`src/rtl/permutation_scheduler.sv`:
```
// ASCON permutation scheduler: sequences p^a / p^b rounds for one datapath.
// Latency: start accepted at edge T -> done_o pulse during cycle T+N+1 (N rounds).
// Backpressure: start_i taken only while ready_o=1; ignored while busy, never queued.
//
// Ports:
//   clock_i   - system clock, rising edge
//   reset_i   - asynchronous active-high reset, returns to IDLE
//   start_i   - request one permutation (sampled while ready_o=1)
//   mode_i    - 0: p^a (PA_ROUNDS), 1: p^b (PB_ROUNDS); sampled with start_i
//   ready_o   - 1 in IDLE and DONE
//   busy_o    - 1 in LOAD and RUN
//   select_o  - 1 = datapath loads external state (first round only)
//   round_o   - round index for the constant-addition layer
//   enable_o  - datapath state register enable
//   done_o    - one-cycle pulse, datapath holds the final state
//   abort_i   - (PERM_SCHED_ABORT_EN only) cancel a run in LOAD/RUN
//   aborted_o - (PERM_SCHED_ABORT_EN only) one-cycle pulse after an abort
//
// Optional feature macro: PERM_SCHED_ABORT_EN (adds abort_i / aborted_o).

module permutation_scheduler #(
  parameter int PA_ROUNDS = 12,
  parameter int PB_ROUNDS = 6
) (
  input  logic       clock_i,
  input  logic       reset_i,
  input  logic       start_i,
  input  logic       mode_i,
  output logic       ready_o,
  output logic       busy_o,
  output logic       select_o,
  output logic [3:0] round_o,
  output logic       enable_o,
  output logic       done_o
`ifdef PERM_SCHED_ABORT_EN
  ,
  input  logic       abort_i,
  output logic       aborted_o
`endif
);

  // Parameter legality, checked at elaboration.
  if (PA_ROUNDS < 1 || PA_ROUNDS > 12) begin : g_bad_pa
    $error("permutation_scheduler: PA_ROUNDS must be in 1..12");
  end
  if (PB_ROUNDS < 1 || PB_ROUNDS > PA_ROUNDS) begin : g_bad_pb
    $error("permutation_scheduler: PB_ROUNDS must be in 1..PA_ROUNDS");
  end

  // The final round is always 11 so the round index lines up with the
  // ASCON round-constant table; shorter permutations start later.
  localparam logic [3:0] LAST_ROUND = 4'd11;
  localparam logic [3:0] PA_START   = 4'(12 - PA_ROUNDS);
  localparam logic [3:0] PB_START   = 4'(12 - PB_ROUNDS);

  typedef enum logic [1:0] {
    S_IDLE = 2'd0,
    S_LOAD = 2'd1,
    S_RUN  = 2'd2,
    S_DONE = 2'd3
  } state_t;

  state_t     state_q, state_d;
  logic [3:0] round_q, round_d;
  logic       ready_q, busy_q, select_q, enable_q, done_q, aborted_q;
  logic       aborted_d;
  logic       abort_req;
  logic [3:0] start_round;

`ifdef PERM_SCHED_ABORT_EN
  assign abort_req = abort_i;
`else
  assign abort_req = 1'b0;
`endif

  // First round index for the requested permutation; evaluated at the
  // accepting edge, which is what latches mode_i.
  assign start_round = mode_i ? PB_START : PA_START;

  // Next-state logic. The round counter is compared against LAST_ROUND
  // before any increment, so it can never pass 11 or wrap.
  always_comb begin
    state_d   = state_q;
    round_d   = round_q;
    aborted_d = 1'b0;

    case (state_q)
      S_IDLE, S_DONE: begin
        // DONE accepts a new start directly: back-to-back runs, no bubble.
        if (start_i) begin
          state_d = S_LOAD;
          round_d = start_round;
        end else begin
          state_d = S_IDLE;
          round_d = 4'd0;
        end
      end

      S_LOAD, S_RUN: begin
        // Abort wins over round progression, including the last round.
        if (abort_req) begin
          state_d   = S_IDLE;
          round_d   = 4'd0;
          aborted_d = 1'b1;
        end else if (round_q == LAST_ROUND) begin
          // Single-round permutations (N=1) reach here straight from LOAD.
          state_d = S_DONE;
          round_d = LAST_ROUND;
        end else begin
          state_d = S_RUN;
          round_d = round_q + 4'd1;
        end
      end

      default: begin
        state_d = S_IDLE;
        round_d = 4'd0;
      end
    endcase
  end

  // State and registered outputs. Outputs are decoded from the next state
  // so they line up with the state they describe without a combinational
  // path from state_q to the ports.
  always_ff @(posedge clock_i or posedge reset_i) begin
    if (reset_i) begin
      state_q   <= S_IDLE;
      round_q   <= 4'd0;
      ready_q   <= 1'b1;
      busy_q    <= 1'b0;
      select_q  <= 1'b0;
      enable_q  <= 1'b0;
      done_q    <= 1'b0;
      aborted_q <= 1'b0;
    end else begin
      state_q   <= state_d;
      round_q   <= round_d;
      ready_q   <= (state_d == S_IDLE) || (state_d == S_DONE);
      busy_q    <= (state_d == S_LOAD) || (state_d == S_RUN);
      select_q  <= (state_d == S_LOAD);
      enable_q  <= (state_d == S_LOAD) || (state_d == S_RUN);
      done_q    <= (state_d == S_DONE);
      aborted_q <= aborted_d;
    end
  end

  assign ready_o  = ready_q;
  assign busy_o   = busy_q;
  assign select_o = select_q;
  assign round_o  = round_q;
  assign enable_o = enable_q;
  assign done_o   = done_q;

`ifdef PERM_SCHED_ABORT_EN
  assign aborted_o = aborted_q;
`else
  // Aborts cannot happen in this build; the flop is constant zero.
  logic unused_aborted;
  assign unused_aborted = aborted_q;
`endif

  // Structural invariants of the schedule.
  a_round_range : assert property (@(posedge clock_i) disable iff (reset_i)
    round_o <= LAST_ROUND);
  a_ready_busy : assert property (@(posedge clock_i) disable iff (reset_i)
    ready_o != busy_o);
  a_select_en : assert property (@(posedge clock_i) disable iff (reset_i)
    select_o |-> enable_o);
  a_done_pulse : assert property (@(posedge clock_i) disable iff (reset_i)
    done_o |=> !done_o);
  a_done_round : assert property (@(posedge clock_i) disable iff (reset_i)
    done_o |-> (round_o == LAST_ROUND) && !enable_o);

endmodule

```
`config.mk`:
```
export PLATFORM = sky130hd
export DESIGN_NAME = permutation_scheduler
export DESIGN_NICKNAME = d
export VERILOG_FILES = /design/src/rtl/permutation_scheduler.sv
export SDC_FILE = /design/constraint.sdc
export NUM_CORES = 1
export LEC_CHECK = 0
export BUFFER_PORTS_ARGS = -buffer_cell sky130_fd_sc_hd__buf_4
export CAP_MARGIN = 20
export CORE_AREA = 2 2 39 41
export CTS_CLUSTER_SIZE = 30
export DETAILED_ROUTE_END_ITERATION = 10
export DIE_AREA = 0 0 41 43
export PLACE_DENSITY_LB_ADDON = 0.2
export SLEW_MARGIN = 40
export SYNTH_ARGS = -nofsm -noshare
export SYNTH_HDL_FRONTEND = slang
export SYNTH_SLANG_ARGS = --single-unit
```
`constraint.sdc`:
```
create_clock -name clock_i -period 1.3 [get_ports clock_i]
set_clock_uncertainty 0.05 [all_clocks]
set_input_delay 0.195 -clock clock_i [delete_from_list [all_inputs] [get_ports clock_i]]
set_output_delay 0.195 -clock clock_i [all_outputs]
set_load 0.01 [all_outputs]
```
### Word-level counts from Yosys, hierarchy flattened

Index checks and enable logic that the tools add are counted.

* register bits after elaboration: 10
* bits in latches: 0
* bits in writable memories: 0
* bits in read-only memories: 0
* input bits: 4
* output and inout bits: 9
* logic and storage cells: 27
* memories kept: 0

* add/sub/neg operators: 1
* multiply operators: 0
* div/mod/pow operators: 0
* $lt $le $gt $ge: 0
* equal/unequal tests: 7
* shift operators: 0
* multiplexer cells: 7
* bitwise gates (word level): 0
* reductions and logical operators: 6

Operators by type and width (count)
* $eq A2 B2 Y1 const B: 4
* $pmux W4 S2: 1
* $mux W3: 2
* $add A4 B1 Y4 const B: 1
* $eq A2 B1 Y1 const B: 2
* $eq A4 B4 Y1 const B: 1
* $logic_not A2 Y1: 2
* $mux W4: 1
* $pmux W2 S2: 1
* $reduce_or A2 Y1: 2
* $logic_or A1 B1 Y1: 2
* $mux W1: 2

### Logic depth before layout (Yosys ltp)

Gate-level depths: netlist (run 1).

* depth in word-level cells: 5
* mapped depth: 6

### Worst setup path before layout (run 1)

No wires, ideal clock.

* path kind: register to register
* start point: register round_q[0], in the netlist round_o[0]
* end point: register ready_q, in the netlist ready_o
* library setup time: 58 ps
* arrival: 1368 ps
* data required time: 1192 ps
* setup slack: -177 ps
* cell stages (with the launch flop): 7
* buffers on the path: 0
* period minus slack after synthesis: 1477 ps
* cell sequence: dfrtp_1 -> ha_1 -> nand3b_1 -> nor2_1 -> or2_1 -> ha_1 -> inv_1

* cells in the longest elaborated chain, start to end: 5
* elaborated cells on any way between the ends: 6
* classes of those cells: eq/ne (2); mux (2); reduce/logical (2)

Ends and longest elaborated chain
* start: declaration: RTL line 64 `logic [3:0] round_q, round_d;`
* start signal: assignment: RTL line 137 `round_q <= round_d;`
* $eq A4 B4 Y1 *: RTL line 105 `end else if (round_q == LAST_ROUND) begin`
* $mux W1 *: RTL line 105
* $pmux W2 S2 *: RTL line 87 `case (state_q)`
* named net state_d[0]: RTL line 63 `state_t state_q, state_d;`
* $eq A2 B2 Y1 / $logic_not A2 Y1 (equally long branches): RTL line 138 `ready_q <= (state_d == S_IDLE) || (state_d == S_DONE);`
* $logic_or A1 B1 Y1 *: RTL line 138
* end signal: assignment: RTL line 138
* end: declaration: RTL line 65 `logic ready_q, busy_q, select_q, enable_q, done_q, aborted_q;`

Mark *: on every way through the listed nets, which the timed path passes. The rest lies on a longest branch.

### Final worst setup path (run 1)

* start point: register round_q[1], in the netlist round_o[1]
* end point: register ready_q, in the netlist ready_o

The elaborated chain is that of the path after synthesis.

==> results of run 1 <==
## repair_timing
action                                  4_1_cts  5_1_grt
endpoints found under the setup margin        2        4
setup buffers                                 1        3
hold buffers                                  1        0
pin swaps                                     1        2
resized for setup                             0        3
endpoints found under the hold margin         9        0
## cells in the mapped netlist
library cell               instances
sky130_fd_sc_hd__nor2_1            6
sky130_fd_sc_hd__nand3_1           1
sky130_fd_sc_hd__dfrtp_1           9
sky130_fd_sc_hd__ha_1              2
sky130_fd_sc_hd__nand3b_1          1
sky130_fd_sc_hd__xnor2_2           1
sky130_fd_sc_hd__dfstp_2           1
sky130_fd_sc_hd__xor2_1            1
sky130_fd_sc_hd__buf_4             1
sky130_fd_sc_hd__or2_1             1
sky130_fd_sc_hd__a21oi_1           4
sky130_fd_sc_hd__mux2i_1           1
sky130_fd_sc_hd__inv_1             3
sky130_fd_sc_hd__and2_4            1
## report_power, final
part	switching [mW]	internal (mW)	leakage, nW
clock	0.102	0.170	0.0210
sequential	0.0689	0.471	0.122
combinational	0.412	0.516	0.183
## per-stage QoR
stage	util (%)	total power [mW]	area [µm²]	setup WS, ns
after global placement	40.33	1.378	558.0	-0.07329
final	45.84	1.741	634.4	-0.1036
after CTS	44.21	1.681	611.8	-0.1001
after global routing	45.84	1.903	634.4	-0.1773
after detailed placement	40.33	1.395	558.0	-0.09205
after floorplan	-	0.9818	402.9	-0.1327
## critical path, cell delays in order (launching register included)
cell and delay, ns:
sky130_fd_sc_hd__dfrtp_1 0.38, sky130_fd_sc_hd__ha_2 0.19, sky130_fd_sc_hd__nand3b_1 0.11, sky130_fd_sc_hd__nor2_1 0.06, sky130_fd_sc_hd__or2_1 0.23, sky130_fd_sc_hd__ha_1 0.27, sky130_fd_sc_hd__inv_1 0.05
## metal layers
layer | GRT usage, % | share of wire, % | up-vias
li1 | - | - | 159
met1 | 13.85 | 45 | 151
met2 | 14.06 | 51 | 7
met3 | 4.712 | 3.5 | 0
met4 | 10.00 | 0 | 0
met5 | 0 | 0 | -
## area by class of cell
cell class	count	area (µm²)	share of cell area (%)
multi-input cells	19	140.1	22.09
clock buffers	4	36.28	5.720
inverters	3	11.26	1.775
well taps	16	20.02	3.156
repair buffers	23	175.2	27.61
flip-flops and latches	10	251.5	39.64
## path summary, 6_finish.rpt
path                       cells after the start  slack [ns]         end  startpoint
max in group asynchronous                      3        0.48     ready_o     reset_i
min in group asynchronous                      3        0.41  round_o[3]     reset_i
max                                            6       -0.10     ready_o  round_o[1]
max reg2reg                                    6       -0.10     ready_o  round_o[1]
min reg2reg                                    2        0.52  round_o[0]  round_o[0]
min                                            2        0.14    select_o     start_i
## state kept, by name, summed over array words and instances (netlist names)
name	cells
round_o	4
state_q	2
done_o	1
enable_o	1
ready_o	1
select_o	1
## kinds of logic after synthesis
group           after synthesis
compound gates                4
simple gates                 10
xor+xnor                      2
buf+inv                       4
flops                        10
mux                           1
fa+ha+maj                     2
==> results_dict.tcl, run 1 <==
set metrics [dict create \
    run_status "finished, violations left" \
    violations_in_the_final_reports "negative setup slack" \
    synth.area.top_cells "sky130_fd_sc_hd__dfrtp_1 56%, sky130_fd_sc_hd__dfstp_2 6.6%, sky130_fd_sc_hd__ha_1 6.3%" \
    areaGrowthSynthToFinish_pct 58.44 \
    cp-end-kind "register" \
    diodes 0 \
    final-hold-violation-count 0 \
    effective_utilization_at_floorplan_pct 28.93 \
    hold_path_class "in -> reg" \
    worst-endpoint-arrival_ns 1.56 \
    fp-row-count 14 \
    synth_top_family_by_area "simple AND/OR/NAND/NOR gates" \
    grt_start_max_net_pins 11 \
    post-route-period-util_pct 108.0 \
    maximum_clock_path_buffer_count 2 \
    drt_pre_antenna_iters 4 \
    worst-path-max-fanout 2 \
    yosysWarnings 0 \
    synth_xor_xnor_area_share_pct 6.250 \
    max_freq_ghz 0.7125 \
    ir_worst_vdd_mv 1.071 \
    wire_per_inst_um 9.573 \
    place.detailed.instances 67 \
    cts_made_buffers 3 \
    synth_compound_area_share_pct 5.000 \
    die_width_um 41 \
    synthCells 33 \
    leakage_nw 0.3260 \
    post-route-drc-count 0 \
    drv_slew 0 \
    antenna_found_initial 0 \
    dp_hpwl_um 555.9 \
    antenna_left 0 \
    drt_wl_total_um 718 \
    timing_worst_slew_pin_value_ns 0.3734 \
    crit_type "reg -> reg" \
    grt-ovfl-total 0 \
    relSlewSlack_pct 75.08 \
    unique_cell_type_count_in_the_yosys_netlist 14 \
    synth_seq_cells 10 \
    gr-usage-all-layers_pct 11.21 \
    finalHoldWorstSlack_ns 0.1430 \
    die_height_um 43 \
    final_cells 75 \
    crit_path_start_kind "register" \
    muxShareOfSynthArea_pct 2.500 \
    data_required_time_at_the_worst_endpoint_ns 1.46 \
    unrepaired_setup_endpoints_after_global_routing "true" \
    report.final.setup_viol 2 \
    seq_area_frac_synth_pct 62.81 \
    io_buffer_count 12 \
    most_used_cells_in_the_layout_excluding_fill_and_tap_cells "22 x sky130_fd_sc_hd__buf_4, 9 x sky130_fd_sc_hd__dfrtp_1, 6 x sky130_fd_sc_hd__nor2_1" \
    first_global_vias 285 \
    fp.dieArea_um2 1763 \
    layout-drive-gt1-share_pct 55.93 \
    synth_area_um2 400.4 \
    grt_first_pass_wirelength_um 1221 \
    clock_latency_ns 0.26 \
    cts-htree-levels 1 \
    routabilityCongestion 0.7306 \
    post-synth-top-area-fraction_pct 56.25 \
    finalWorstPathRequiredPeriod_ns 1.404 \
    mappedNetlistNets 39 \
    post_drt_via_cell_ratio 4.227 \
    cts.clk_slew.worst_paths_ns 0.07 \
    core-area_um2 1384 \
    synth_adder_area_share_pct 6.250 \
    clock_root_buffer "sky130_fd_sc_hd__clkbuf_4" \
    cts_tree "done" \
    yosys.area.top_type "sky130_fd_sc_hd__dfrtp_1" \
    power-per-cell-area_nw_per_um2 2744 \
    tns_ns -0.1268 \
    final_nets 66 \
    syn_area_per_cell_um2 12.13 \
    timing.final.ws_setup_ns -0.1036 \
    detailroute.via_count 317 \
    layout_commonest_cell "sky130_fd_sc_hd__buf_4" \
    cts_num_sinks 10 \
    drv.max_cap_violation_count 0 \
    ios 13 \
    yosys.area_share.simple_pct 12.50 \
    fillers 131 \
    drt_iter0_drc 5 \
]
(Power assumes the default switching activity.)
==> run 2, diff against run 1 <==
--- a/config.mk
+++ b/config.mk
@@ -5,6 +5,7 @@
 export SDC_FILE = /design/constraint.sdc
 export NUM_CORES = 1
 export LEC_CHECK = 0
+export ABC_CLOCK_PERIOD_IN_PS = 1300
 export BUFFER_PORTS_ARGS = -buffer_cell sky130_fd_sc_hd__buf_4
 export CAP_MARGIN = 20
 export CORE_AREA = 2 2 39 41
@@ -12,6 +13,7 @@
 export DETAILED_ROUTE_END_ITERATION = 10
 export DIE_AREA = 0 0 41 43
 export PLACE_DENSITY_LB_ADDON = 0.2
+export RECOVER_POWER = 25
 export SLEW_MARGIN = 40
 export SYNTH_ARGS = -nofsm -noshare
 export SYNTH_HDL_FRONTEND = slang
==> run 2 against run 1 <==
Net effect: critical path depth is the same; flip-flop and latch count is the same; the flow still finishes with violations (negative setup slack); sequential share of layout area is the same; combinational power is essentially flat.
==> results_dict.tcl, run 2 (same netlist as run 1, synthesis figures left out) <==
set metrics [dict create \
    clock_root_buffer "sky130_fd_sc_hd__clkbuf_4" \
    worst_setup_path_startpoint "round_o[1]" \
    fp.dieArea_um2 1763 \
    drt_wl_total_um 717 \
    power.share.sequential_pct 31.0 \
    cts_made_buffers 3 \
    most_used_cells_in_the_layout_excluding_fill_and_tap_cells "21 x sky130_fd_sc_hd__buf_4, 9 x sky130_fd_sc_hd__dfrtp_1, 6 x sky130_fd_sc_hd__nor2_1" \
    cts_tree "done" \
    first_global_vias 285 \
    clock_latency_ns 0.26 \
    dp_hpwl_um 555.9 \
    core-area_um2 1384 \
    wire_per_inst_um 9.560 \
    die_width_um 41 \
    timing_worst_slew_pin_value_ns 0.3733 \
    ir_worst_vdd_mv 1.071 \
    antenna_found_initial 0 \
    drt_iter0_drc 5 \
    drt_pre_antenna_iters 4 \
    worst-endpoint-arrival_ns 1.56 \
    unrepaired_setup_endpoints_after_global_routing "true" \
    timing.rr.end "ready_o" \
    crit_type "reg -> reg" \
    run_status "finished, violations left" \
    grt_start_max_net_pins 11 \
    final-hold-violation-count 0 \
    worst-path-max-fanout 2 \
    fp-row-count 14 \
    critical_path.max_stage_delay_ns 0.38 \
    max_freq_ghz 0.7125 \
    regMostFlops "round_o" \
    gr-usage-all-layers_pct 11.21 \
    relSlewSlack_pct 75.09 \
    leakage_nw 0.3258 \
    ios 13 \
    drv_slew 0 \
    cts_num_sinks 10 \
    grt_first_pass_wirelength_um 1221 \
    tns_ns -0.1268 \
    r2r_cells 6 \
    report.final.setup_viol 2 \
    violations_in_the_final_reports "negative setup slack" \
    worst_hold_path.num_cells 2 \
    dp_worst_setup_slack_ns -0.09205 \
    crit_path_cell_trace "ha_2, nand3b_1, nor2_1, or2_1, ha_1, inv_1" \
    drv.max_cap_violation_count 0 \
    r2r-start "round_o[1]" \
    final_cells 75 \
    most_used_routing_layer "met2" \
    cts.clk_slew.worst_paths_ns 0.07 \
    power.share.clock_pct 15.6 \
    post_drt_via_cell_ratio 4.227 \
    crit_path_top_delay_cell "sky130_fd_sc_hd__dfrtp_1" \
    die_height_um 43 \
    power_switching_share_pct 33.52 \
    min_from "start_i" \
    post-route-period-util_pct 108.0 \
    routabilityCongestion 0.7306 \
    layout_commonest_cell "sky130_fd_sc_hd__buf_4" \
    groute.layer.met3.usage_pct 4.712 \
    io_buffer_count 12 \
    power.switching_mw 0.5833 \
    met1_usage_pct 13.85 \
    antenna_left 0 \
    cts-htree-levels 1 \
    maximum_clock_path_buffer_count 2 \
    data_required_time_at_the_worst_endpoint_ns 1.46 \
    detailroute.via_count 317 \
    post-layout-total-power_mw 1.740 \
    effective_utilization_at_floorplan_pct 28.93 \
    comb_power_share_pct 53.3 \
    grt-ovfl-total 0 \
    diodes 0 \
    dpl_cell_area_um2 558.0 \
    power-per-cell-area_nw_per_um2 2744 \
    post-route-drc-count 0 \
    top_regs "round_o x4, state_q x2" \
    timing.final.ws_setup_ns -0.1036 \
    cp-end-kind "register" \
    reg2reg_slack_ns -0.10 \
    met2_usage_grt_pct 14.06 \
    crit_path_start_kind "register" \
    place.detailed.instances 67 \
    finalWorstPathRequiredPeriod_ns 1.404 \
    areaGrowthSynthToFinish_pct 58.44 \
    hold_path_end "select_o" \
    stdcell_area_um2 634.4 \
    cell_internal_pwr_mw 1.157 \
    hold_path_class "in -> reg" \
    finalHoldWorstSlack_ns 0.1430 \
    largest_register_ffs 4 \
    layout-drive-gt1-share_pct 55.93 \
    final_nets 66 \
    finalCoreUtilization_pct 45.84 \
]
run 2: repair_timing:
item,in CTS,in global routing
setup endpoints to repair,2,4
gates resized for setup,0,3
pin swaps,1,2
hold buffers,1,0
setup buffers,1,3
hold endpoints to repair,9,0
run 2: critical path: cells and delay by family (launching register included):
kind | cells | cell delay, ns
DFF | 1 | 0.38
adders and majority gates | 2 | 0.46
buffers and inverters | 1 | 0.05
and+or+nand+nor | 3 | 0.40
run 2: routing by layer:
layer	routed length, µm	part of all wire [%]
met3	25	3.5
met4	0	0
met5	0	0
met1	325	45
met2	366	51
run 2: worst max path at each step:
stage / end / slack, ns / depth (start not counted)
after floorplan: ready_o / -0.13 / 6
after global placement: ready_o / -0.07 / 6
after detailed placement: ready_o / -0.09 / 6
after CTS: ready_o / -0.10 / 6
after global routing: ready_o / -0.18 / 6
final: ready_o / -0.10 / 6
run 2: layout make-up:
class / instances / area (µm²)
fill: 131 / 749.5
sequential: 10 / 251.5
timing repair buffer: 23 / 175.2
multi-input combinational: 19 / 140.1
clock buffer: 4 / 36.28
tap: 16 / 20.02
inverter: 3 / 11.26
run 2: power groups by stage:
stage	clock network [mW]	logic, mW	registers, mW
6_report	0.272	0.928	0.540
5_1_grt	0.310	1.03	0.558
4_1_cts	0.287	0.854	0.541
3_5_place_dp	0	0.847	0.548
3_3_place_gp	0	0.834	0.544
2_1_floorplan	0	0.357	0.625
==> run 3, diff against run 2 <==
--- a/config.mk
+++ b/config.mk
@@ -12,6 +12,7 @@
 export CTS_CLUSTER_SIZE = 30
 export DETAILED_ROUTE_END_ITERATION = 10
 export DIE_AREA = 0 0 41 43
+export GPL_TIMING_DRIVEN = 0
 export PLACE_DENSITY_LB_ADDON = 0.2
 export RECOVER_POWER = 25
 export SLEW_MARGIN = 40
==> run 3 against run 2 <==
Net effect: the flow still finishes with violations (negative setup slack); first-iteration DRC count down 40%; total power down 6.7%; worst hold slack worse by 0.011 ns; critical path depth unchanged; clock power up 2%; via count down 2.2%; flip-flop and latch count unchanged; utilization down 2.7 points; sequential share of layout area up 2.5 points; cell area down 5.9%; critical path type unchanged; highest routed layer is now met4.
==> results_dict.tcl, run 3 (same netlist as run 1, synthesis figures left out) <==
set metrics [dict create \
    run_status "finished, violations left" \
    violations_in_the_final_reports "negative setup slack" \
    clock_root_buffer "sky130_fd_sc_hd__clkbuf_4" \
    relSlewSlack_pct 75.06 \
    cts_made_buffers 3 \
    drt_iter0_drc 3 \
    cts.clk_slew.worst_paths_ns 0.07 \
    unrepaired_setup_endpoints_after_global_routing "true" \
    crit_path_start_kind "register" \
    max_freq_ghz 0.7132 \
    first_global_vias 316 \
    ios 13 \
    grt_start_max_net_pins 11 \
    post-layout-total-power_mw 1.624 \
    worst-path-max-fanout 2 \
    finalWorstPathRequiredPeriod_ns 1.402 \
    hold_path_class "in -> reg" \
    most_used_cells_in_the_layout_excluding_fill_and_tap_cells "17 x sky130_fd_sc_hd__buf_4, 9 x sky130_fd_sc_hd__dfrtp_1, 6 x sky130_fd_sc_hd__nor2_1" \
    gr-usage-all-layers_pct 11.31 \
    grt_first_pass_wirelength_um 1283 \
    die_height_um 43 \
    clock_latency_ns 0.26 \
    leakage_nw 0.3063 \
    power-per-cell-area_nw_per_um2 2721 \
    cp-end-kind "register" \
    fp.dieArea_um2 1763 \
    ir_worst_vdd_mv 1.014 \
    finalCoreUtilization_pct 43.13 \
    cts_resized 0 \
    effective_utilization_at_floorplan_pct 28.93 \
    drt_wl_total_um 732 \
    drv.max_cap_violation_count 0 \
    drt_pre_antenna_iters 3 \
    dpl_cell_area_um2 513.0 \
    layout-drive-gt1-share_pct 47.27 \
    timing.final.ws_setup_ns -0.1022 \
    fillers 132 \
    core-area_um2 1384 \
    final_nets 62 \
    data_required_time_at_the_worst_endpoint_ns 1.46 \
    antenna_found_initial 0 \
    cts-htree-levels 1 \
    cts_num_sinks 10 \
    routabilityCongestion 0.7550 \
    fp-row-count 14 \
    die_width_um 41 \
    tns_ns -0.1240 \
    antenna_left 0 \
    post-route-drc-count 0 \
    grt-ovfl-total 0 \
    report.final.setup_viol 2 \
    diodes 0 \
    detailroute.via_count 310 \
    reg2reg_slack_ns -0.10 \
    regMostFlops "round_o" \
    crit_type "reg -> reg" \
    top_regs "round_o x4, state_q x2" \
    dp_worst_setup_slack_ns -0.1876 \
    areaGrowthSynthToFinish_pct 49.06 \
    final-hold-violation-count 0 \
    io_buffer_count 12 \
    post_drt_via_cell_ratio 4.366 \
    stdcell_area_um2 596.8 \
    worst-endpoint-arrival_ns 1.56 \
    cts_tree "done" \
    maximum_clock_path_buffer_count 2 \
    largest_register_ffs 4 \
    drv_slew 0 \
    wire_per_inst_um 10.31 \
    timing_worst_slew_pin_value_ns 0.3737 \
    post-route-period-util_pct 107.9 \
    layout_commonest_cell "sky130_fd_sc_hd__buf_4" \
]
==> run 3: worst max-delay path, cell delays in order (launching register included) <==
cell,delay [ns]
sky130_fd_sc_hd__dfrtp_1,0.40
sky130_fd_sc_hd__ha_2,0.19
sky130_fd_sc_hd__nand3b_1,0.10
sky130_fd_sc_hd__nor2_1,0.06
sky130_fd_sc_hd__or2_1,0.23
sky130_fd_sc_hd__ha_1,0.27
sky130_fd_sc_hd__inv_1,0.05
==> run 3: worst paths after layout <==
| path | start | end | depth (start not counted) |
|---|---|---|---|
| setup / recovery | round_o[0] | ready_o | 6 |
| hold / removal | start_i | enable_o | 3 |
| setup reg to reg | round_o[0] | ready_o | 6 |
| hold reg to reg | round_o[0] | round_o[0] | 2 |
| max in group asynchronous | reset_i | ready_o | 3 |
| min in group asynchronous | reset_i | round_o[0] | 3 |
==> run 3: where the power goes <==
group          leakage (nW)  internal [mW]  switching (mW)
Combinational         0.164          0.428           0.355
Clock                0.0210          0.170           0.107
Sequential            0.122          0.472          0.0932
==> run 3: area by class of cell <==
type | instances | area [µm²] | area share [%]
multi-input combinational | 19 | 132.6 | 22.22
timing repair buffer | 18 | 137.6 | 23.06
tap | 16 | 20.02 | 3.354
sequential | 10 | 251.5 | 42.14
inverter | 3 | 11.26 | 1.887
buffer | 1 | 7.507 | 1.258
clock buffer | 4 | 36.28 | 6.080
==> run 3: per-stage QoR <==
step | cells | hold slack [ns]
after floorplan | 33 | -0.01554
after global placement | 61 | 0.1333
after detailed placement | 61 | 0.1469
after CTS | 70 | 0.1274
after global routing | 71 | 0.1252
final | 71 | 0.1322
==> run 3: per-layer routing <==
| layer | wire [µm] | track usage, % |
|---|---|---|
| met1 | 268 | 12.16 |
| met5 | 0 | 0 |
| met4 | 8 | 8.000 |
| met2 | 405 | 16.88 |
| met3 | 49 | 4.712 |
==> run 3: repair_timing <==
action / in CTS / in global routing
endpoints found under the hold margin: 9 / 0
gates cloned: 0 / 0
endpoints found under the setup margin: 2 / 2
pin swaps: 2 / 0
setup buffers: 4 / 1
hold buffers: 1 / 0
